<file path="config.mk">
export PLATFORM = sky130hd
export DESIGN_NAME = vga_scanfx_flat
export DESIGN_NICKNAME = d
export VERILOG_FILES = /design/src/rtl/vdp_pkg.sv /design/src/rtl/vga_scanfx_if.sv /design/src/rtl/vga_syncpol.sv /design/src/rtl/vga_scanfx.sv /design/src/flat_wrapper.sv
export SDC_FILE = /design/constraint.sdc
export NUM_CORES = 1
export LEC_CHECK = 0
export ABC_AREA = 1
export CAP_MARGIN = 20
export CORE_UTILIZATION = 34
export CTS_BUF_LIST = sky130_fd_sc_hd__clkbuf_8
export DETAILED_ROUTE_END_ITERATION = 6
export HOLD_SLACK_MARGIN = 0.12
export SYNTH_ARGS = -nofsm -noshare
export SYNTH_HDL_FRONTEND = slang
export SYNTH_SLANG_ARGS = --single-unit
</file>
<file path="constraint.sdc">
create_clock -name clk40m -period 2.39 [get_ports clk40m]
set_clock_uncertainty 0.1 [all_clocks]
set_input_delay 0.3585 -clock clk40m [delete_from_list [all_inputs] [get_ports clk40m]]
set_output_delay 0.3585 -clock clk40m [all_outputs]
set_load 0.01 [all_outputs]
</file>
<file path="src/rtl/vdp_pkg.sv">
// Shared definitions for the VDP video back-end: scanline mode encodings,
// sync-measurement counter widths and the channel dimming helper.
package vdp_pkg;

  localparam logic [1:0] MODE_OFF = 2'b00;
  localparam logic [1:0] MODE_75  = 2'b01;
  localparam logic [1:0] MODE_50  = 2'b10;
  localparam logic [1:0] MODE_25  = 2'b11;

  localparam int HCNT_W = 11;
  localparam int VCNT_W = 10;

  typedef struct packed {
    logic       hsync;
    logic       vsync;
    logic [3:0] r;
    logic [3:0] g;
    logic [3:0] b;
  } pix_t;

  // Every result is <= c, so 4-bit arithmetic never wraps and black stays black.
  function automatic logic [3:0] scan_dim(input logic [3:0] c, input logic [1:0] mode);
    case (mode)
      MODE_75: scan_dim = c - (c >> 2);
      MODE_50: scan_dim = c >> 1;
      MODE_25: scan_dim = c >> 2;
      default: scan_dim = c;
    endcase
  endfunction

endpackage

</file>
<file path="src/rtl/vga_scanfx_if.sv">
// Pixel/sync bundle between the VDP colormap stage and the scanline effect.
interface vga_scanfx_if;

  logic       hsync_i;
  logic       vsync_i;
  logic [3:0] r_i;
  logic [3:0] g_i;
  logic [3:0] b_i;
  logic [1:0] mode_i;
  logic       hsync_o;
  logic       vsync_o;
  logic [3:0] r_o;
  logic [3:0] g_o;
  logic [3:0] b_o;
  logic       hpol_o;
  logic       vpol_o;

  modport master (
    output hsync_i, vsync_i, r_i, g_i, b_i, mode_i,
    input  hsync_o, vsync_o, r_o, g_o, b_o, hpol_o, vpol_o
  );

  modport slave (
    input  hsync_i, vsync_i, r_i, g_i, b_i, mode_i,
    output hsync_o, vsync_o, r_o, g_o, b_o, hpol_o, vpol_o
  );

endinterface

</file>
<file path="src/rtl/vga_syncpol.sv">
// Sync polarity detector: measures high vs low time between rising edges and
// reports the shorter level as active, plus a strobe on entry into that level.
module vga_syncpol #(
  parameter int W = 11
) (
  input  logic clk40m,
  input  logic rst,
  input  logic cnt_en,
  input  logic sync,
  output logic pol,
  output logic act
);

  logic         sync_q;
  logic         armed;
  logic [W-1:0] hi_cnt;
  logic [W-1:0] lo_cnt;
  logic         rise;

  assign rise = sync & ~sync_q;
  assign act  = (sync == pol) && (sync_q != pol);

  // sync_q tracks the live input during reset so a level already present when
  // reset drops is not mistaken for an edge; the first real edge only arms.
  always_ff @(posedge clk40m) begin
    if (rst) begin
      sync_q <= sync;
      armed  <= 1'b0;
      hi_cnt <= '0;
      lo_cnt <= '0;
      pol    <= 1'b1;
    end else begin
      sync_q <= sync;
      if (rise) begin
        if (armed && (hi_cnt != lo_cnt)) begin
          pol <= (hi_cnt < lo_cnt);
        end
        hi_cnt <= '0;
        lo_cnt <= '0;
        armed  <= 1'b1;
      end else if (cnt_en) begin
        if (sync) begin
          if (hi_cnt != {W{1'b1}}) hi_cnt <= hi_cnt + 1'b1;
        end else begin
          if (lo_cnt != {W{1'b1}}) lo_cnt <= lo_cnt + 1'b1;
        end
      end
    end
  end

endmodule

</file>
<file path="src/rtl/vga_scanfx.sv">
// Scanline darkening effect: dims every other line by the frame-latched mode,
// with sync polarity auto-detection and a fixed two-stage pipeline.
module vga_scanfx (
  input logic         clk40m,
  input logic         rst,
  vga_scanfx_if.slave vif
);

  import vdp_pkg::*;

  logic       hpol;
  logic       vpol;
  logic       h_act;
  logic       v_act;
  logic       parity;
  logic [1:0] mode_lat;
  pix_t       s1_next;
  pix_t       s1;
  pix_t       s2;

  vga_syncpol #(.W(HCNT_W)) u_hsync_pol (
    .clk40m (clk40m),
    .rst    (rst),
    .cnt_en (1'b1),
    .sync   (vif.hsync_i),
    .pol    (hpol),
    .act    (h_act)
  );

  // Frame measurement counts lines, so it only advances on hsync active edges.
  vga_syncpol #(.W(VCNT_W)) u_vsync_pol (
    .clk40m (clk40m),
    .rst    (rst),
    .cnt_en (h_act),
    .sync   (vif.vsync_i),
    .pol    (vpol),
    .act    (v_act)
  );

  always_comb begin
    s1_next.hsync = vif.hsync_i;
    s1_next.vsync = vif.vsync_i;
    s1_next.r     = parity ? scan_dim(vif.r_i, mode_lat) : vif.r_i;
    s1_next.g     = parity ? scan_dim(vif.g_i, mode_lat) : vif.g_i;
    s1_next.b     = parity ? scan_dim(vif.b_i, mode_lat) : vif.b_i;
  end

  // A frame start clears parity even when it coincides with a line start.
  always_ff @(posedge clk40m) begin
    if (rst) begin
      parity   <= 1'b0;
      mode_lat <= MODE_OFF;
      s1       <= '0;
      s2       <= '0;
    end else begin
      if (v_act) begin
        parity   <= 1'b0;
        mode_lat <= vif.mode_i;
      end else if (h_act) begin
        parity <= ~parity;
      end
      s1 <= s1_next;
      s2 <= s1;
    end
  end

  assign vif.hsync_o = s2.hsync;
  assign vif.vsync_o = s2.vsync;
  assign vif.r_o     = s2.r;
  assign vif.g_o     = s2.g;
  assign vif.b_o     = s2.b;
  assign vif.hpol_o  = hpol;
  assign vif.vpol_o  = vpol;

endmodule

</file>
<file path="src/flat_wrapper.sv">
// flat-port wrapper written by rule: the top's interface ports become plain ports
module vga_scanfx_flat import vdp_pkg::*;
  (clk40m, rst, vif_hsync_i, vif_vsync_i, vif_r_i, vif_g_i, vif_b_i, vif_mode_i, vif_hsync_o, vif_vsync_o, vif_r_o, vif_g_o, vif_b_o, vif_hpol_o, vif_vpol_o);
  vga_scanfx_if vif_i ();
  input logic clk40m;
  input logic rst;
  input wire logic [$bits(vif_i.hsync_i)-1:0] vif_hsync_i;
  input wire logic [$bits(vif_i.vsync_i)-1:0] vif_vsync_i;
  input wire logic [$bits(vif_i.r_i)-1:0] vif_r_i;
  input wire logic [$bits(vif_i.g_i)-1:0] vif_g_i;
  input wire logic [$bits(vif_i.b_i)-1:0] vif_b_i;
  input wire logic [$bits(vif_i.mode_i)-1:0] vif_mode_i;
  output wire logic [$bits(vif_i.hsync_o)-1:0] vif_hsync_o;
  output wire logic [$bits(vif_i.vsync_o)-1:0] vif_vsync_o;
  output wire logic [$bits(vif_i.r_o)-1:0] vif_r_o;
  output wire logic [$bits(vif_i.g_o)-1:0] vif_g_o;
  output wire logic [$bits(vif_i.b_o)-1:0] vif_b_o;
  output wire logic [$bits(vif_i.hpol_o)-1:0] vif_hpol_o;
  output wire logic [$bits(vif_i.vpol_o)-1:0] vif_vpol_o;
  assign vif_i.hsync_i = vif_hsync_i;
  assign vif_i.vsync_i = vif_vsync_i;
  assign vif_i.r_i = vif_r_i;
  assign vif_i.g_i = vif_g_i;
  assign vif_i.b_i = vif_b_i;
  assign vif_i.mode_i = vif_mode_i;
  assign vif_hsync_o = vif_i.hsync_o;
  assign vif_vsync_o = vif_i.vsync_o;
  assign vif_r_o = vif_i.r_o;
  assign vif_g_o = vif_i.g_o;
  assign vif_b_o = vif_i.b_o;
  assign vif_hpol_o = vif_i.hpol_o;
  assign vif_vpol_o = vif_i.vpol_o;
  vga_scanfx u_core (.clk40m(clk40m), .rst(rst), .vif(vif_i));
endmodule
</file>
[Word-level counts from Yosys, hierarchy flattened]
Index checks and enable logic that the tools add are counted.
Operators by class
  add/sub/neg operators: 7
  order comparisons: 2
  equal/unequal tests: 13
  multiplexer cells: 6
  bitwise operators: 7
  reductions and logical operators: 13
Operators by type and width (count)
  $pmux 4 s3: 3
  $add 11x1->11 const B: 2
  $ne 11x11->1 const B: 2
  $add 10x1->10 const B: 2
  $ne 10x10->1 const B: 2
  $mux 4: 3
  $sub 4x2->4: 3
  $lt 11x11->1: 1
  $ne 11x11->1: 1
  $lt 10x10->1: 1
  $ne 10x10->1: 1
  $reduce_and 2->1: 4
  $reduce_and 3->1: 2
  $reduce_or 2->1: 3
  $not 1->1: 5
  $eq 2x2->1 const B: 2
  $logic_and 1x1->1: 4
  $and 1x1->1: 2
  $eq 1x1->1: 2
  $eq 2x1->1 const B: 1
  $ne 1x1->1: 2
Storage, ports and cells
  register bits: 79
  bits of input ports: 18
  output and inout port bits: 16
  word-level logic and storage cells: 70

[Logic depth before layout (Yosys ltp)]
  word-level depth: 3
  gate-level depth with buffers: 10

[Hierarchy]
A second synthesis with hierarchy kept.
Unflattened totals
  cell total of the unflattened synthesis: 644
  area total of the unflattened synthesis: 4379.2 um^2
Modules (own cells, without submodules)
  vga_syncpol (u_core.u_hsync_pol): times used 1, cells each 234, area an instance 1551.5 um^2, sequential area each 500.5 um^2
  vga_syncpol (u_core.u_vsync_pol): times used 1, cells each 224, area an instance 1452.6 um^2, sequential area each 460.4 um^2
  vga_scanfx: times used 1, cells each 186, area an instance 1375.1 um^2, sequential area each 620.6 um^2

[Least setup slack after synthesis]
OpenSTA, ideal clock, no wires.
  path kind: input-to-reg
  start: input port vif_r_i[0]
  end: register u_core.s1[10] (netlist bit)
  arrival: 1.441 ns
  data required time: 2.158 ns
  path slack: 0.717 ns
  stages on the path: 8
  path buffers: 0
  cells stage by stage: inv_1 ha_1 fa_1 or2_2 nand3_1 o21ai_0 nand2_1 a21oi_1
On the way
  cells in the longest elaborated chain, start to end: 3
RTL lines
  start: declaration: line flat_wrapper.sv:9  | input wire logic [$bits(vif_i.r_i)-1:0] vif_r_i;
  $sub 4x2->4: line vdp_pkg.sv:24  | MODE_75: scan_dim = c - (c >> 2);
  $pmux 4 s3: line vdp_pkg.sv:23  | case (mode)
  $mux 4: line vga_scanfx.sv:43  | s1_next.r = parity ? scan_dim(vif.r_i, mode_lat) : vif.r_i;
  end signal: assignment: line vga_scanfx.sv:62  | s1 <= s1_next;
  end: declaration: line vga_scanfx.sv:18  | pix_t s1;
Every way passes these cells.
A chain may end at the register's enable or synchronous reset.

[Final worst setup path]
  start: register u_core.u_hsync_pol.pol
  end: output port vif_hpol_o
RTL lines
  start: declaration: line vga_syncpol.sv:10  | output logic pol,
  start signal: assignment: line vga_syncpol.sv:36  | pol <= (hi_cnt < lo_cnt);
  end: declaration: line flat_wrapper.sv:18  | output wire logic [$bits(vif_i.hpol_o)-1:0] vif_hpol_o;
No word-level cell between the ends.

==> impl_metrics.tcl <==
set metrics [dict create \
    status "finished clean" \
    layout-drive-gt1-share_pct 7.30 \
    final_util_pct 41.2 \
    nets 732 \
    synth_cell_type_count 31 \
    drt_iter0_drc 134 \
    avgSynthCellArea_um2 6.91 \
    grt_max_degree 20 \
    crit_path_end_kind "output pin" \
    start_kind "register" \
    fmax_mhz 531 \
    rsz0062_at_grt "no" \
    cpPeakStageDelay_ns 0.59 \
    yosysTopAreaCell "dfxtp_1" \
    tightest_slew_ns 0.466 \
    crit_buf_inv 1 \
    synthMostInstantiatedCell "nand2_1" \
    synth_top_area_share_pct 36.0 \
    ctsHoldBuffers 0 \
    synthArstFlopShare_pct 0 \
    post_cts_buffers 0 \
    fin_setup_tns_ns 0 \
    post_cts_resized 0 \
    synth.area.top_cells "dfxtp_1 (36%), nand2_1 (14%), ha_1 (8.8%), inv_1 (7.6%), nor2_1 (6.3%)" \
    pwr-share-comb_pct 10.0 \
    required_ns 1.93 \
    die_y_um 116 \
    synth_fp_nets 687 \
    synthFlopType "dfxtp_1" \
    finalHoldWorstSlack_ns 0.304 \
    critPathTopFamily "buffers and inverters" \
    rows 41 \
    grtUsageTotal_pct 16.0 \
    cellPowerDensity_mw_per_mm2 551 \
    grt_antenna_before_repair 0 \
    root_buffer "clkbuf_8" \
    path_cells "clkdlybuf4s50_1" \
    synth_top_cells_by_count "nand2_1 (165), inv_1 (89), dfxtp_1 (79), nor2_1 (74), a21oi_1 (46)" \
    io-pin-count 34 \
    dieWidth_um 116 \
    hold_violations 0 \
    wl_mm 9.78 \
    finalSetupViolCount 0 \
    grt_pass1_wl_mm 16.8 \
    critPathKind "reg2out" \
    wl_per_cell_um 11.4 \
    maxSlewHeadroom_pct 68.9 \
    clkPwrFrac_pct 41.8 \
    dp_hpwl_mm 7.46 \
    cts_tree "built" \
    pwr-share-seq_pct 48.2 \
    post_drt_via_cell_ratio 4.67 \
    min_period_ns 1.88 \
    synth_seq_area_share_pct 36.0 \
    core_area_mm2 0.0126 \
    p_leak_uw 0.00214 \
    drv_slew 0 \
    drv_cap 0 \
    ys_warn_count 0 \
    grt_pass1_vias 3733 \
    first_pass_iters 5 \
    syn_to_final_growth_pct 18.5 \
    postRouteAntennaNets 0 \
    die-area_mm2 0.0134 \
    drc 0 \
    netlist_area_mm2 0.00439 \
    clkSinkCount 79 \
    cts_buffers 9 \
    power.switching_uw 749 \
    place.gp.congestion 0.829 \
    hold_depth 2 \
    htree_levels 3 \
    slowest_stage "clkdlybuf4s50_1" \
    clockBufferDepth 2 \
    start_util_pct 34.8 \
    p_int_uw 2120 \
    hp-class "reg2reg" \
    overflow 0 \
    reg2regPathDepth 7 \
    clkSlewWorstSetupHoldPaths_ns 0.10 \
    synth_edf_count 0 \
    path_depth 1 \
    synth_cells 635 \
    cp_max_fo 4 \
    fin_crit_sh_pct 78.8 \
    synth_seq_cells 79 \
    clk_latency_ns 0.37 \
    n_antenna_cell 0 \
    ir_drop_uv 249 \
    vias 4002 \
    swShare_pct 26.1 \
    arrival_ns 1.42 \
    io_buffers 33 \
]
==> kinds of logic after synthesis <==
kind of cell / Yosys count / share of synthesized area, %
simple gates: 312 / 30.2
buf+inv: 103 / 9.06
compound gates: 89 / 10.9
flops: 79 / 36.0
fa+ha+maj: 34 / 10.2
xor+xnor: 18 / 3.59
==> sequential cells by signal (all words and copies together) (netlist names) <==
signal	cells
u_core.s1	14
u_core.u_hsync_pol.hi_cnt	11
u_core.u_hsync_pol.lo_cnt	11
u_core.u_vsync_pol.hi_cnt	10
u_core.u_vsync_pol.lo_cnt	10
u_core.vif.b_o	4
u_core.vif.g_o	4
u_core.vif.r_o	4
u_core.mode_lat	2
u_core.parity	1
u_core.u_hsync_pol.armed	1
u_core.u_hsync_pol.pol	1
u_core.u_hsync_pol.sync_q	1
u_core.u_vsync_pol.armed	1
u_core.u_vsync_pol.pol	1
u_core.u_vsync_pol.sync_q	1
u_core.vif.hsync_o	1
u_core.vif.vsync_o	1
==> worst register-to-register path, stage by stage (launching register included) <==
cell and delay, ns:
dfxtp_1 0.48, ha_1 0.29, nand2_1 0.08, nor2_2 0.19
nand3b_1 0.18, nand2_2 0.22, nand2_1 0.07, a21oi_1 0.16
==> through the flow <==
stage / cells / setup slack (ns) / instance area, um^2 / total power [uW]
floorplan: 635 / 0.717 / 4390 / 1570
global placement: 841 / 0.177 / 4960 / 1690
detailed placement: 841 / 0.139 / 4960 / 1700
CTS: 857 / 0.497 / 5200 / 2900
global route: 857 / 0.380 / 5200 / 2990
finish: 857 / 0.508 / 5200 / 2860
==> power groups by stage <==
| stage | logic [uW] | registers, uW | clock network, uW |
|---|---|---|---|
| finish | 286 | 1380 | 1200 |
| global route | 326 | 1390 | 1280 |
| CTS | 289 | 1380 | 1230 |
| detailed placement | 288 | 1410 | 0 |
| global placement | 278 | 1410 | 0 |
| floorplan | 161 | 1410 | 0 |
==> layout make-up <==
class                      instances  area, um^2
multi-input combinational        453        2410
tap                              172         215
clock inverter                     6         100
timing repair buffer              43         405
sequential                        79        1580
clock buffer                      10         138
fill                            1355        7420
inverter                          94         353
==> cells in the final DEF (no fill, tap or decap), drive strengths merged <==
cell type,synthesis,routed
nand3,35,35
dfxtp,79,79
a21oi,48,48
buf,9,10
a31oi,2,2
and2,1,1
nand4,9,9
bufinv,0,2
nor2,80,80
o21a,2,2
nor3,8,8
inv,93,96
or2,5,5
o21bai,2,2
ha,31,31
nand3b,3,3
clkbuf,0,10
clkdlybuf4s50,0,33
clkinv,1,2
o21ai,31,31
a41oi,4,4
xnor2,1,1
xor2,17,17
nand2,171,171
fa,3,3
==> layer usage <==
| layer | vias to the layer above | GRT usage, % | share of wire, % |
|---|---|---|---|
| met4 | 0 | 7.78 | 2.2 |
| met1 | 1824 | 19.9 | 48 |
| met3 | 16 | 2.77 | 2.8 |
| met5 | - | 0 | 0 |
| met2 | 61 | 26.9 | 47 |
| li1 | 2101 | - | - |
==> worst paths after layout <==
kind | from | end | slack [ns]
worst min-delay path | u_core.s1[3]$_SDFF_PP0_ | u_core.vif.b_o[3]$_SDFF_PP0_ | 0.30
worst max-delay path | u_core.u_hsync_pol.pol$_SDFFE_PP1P_ | vif_hpol_o | 0.51
worst max register to register | u_core.u_vsync_pol.lo_cnt[0]$_SDFFE_PP0P_ | u_core.u_vsync_pol.lo_cnt[7]$_SDFFE_PP0P_ | 0.56
worst min register to register | u_core.s1[3]$_SDFF_PP0_ | u_core.vif.b_o[3]$_SDFF_PP0_ | 0.30
No activity file was read; power rests on OpenSTA's default activity.
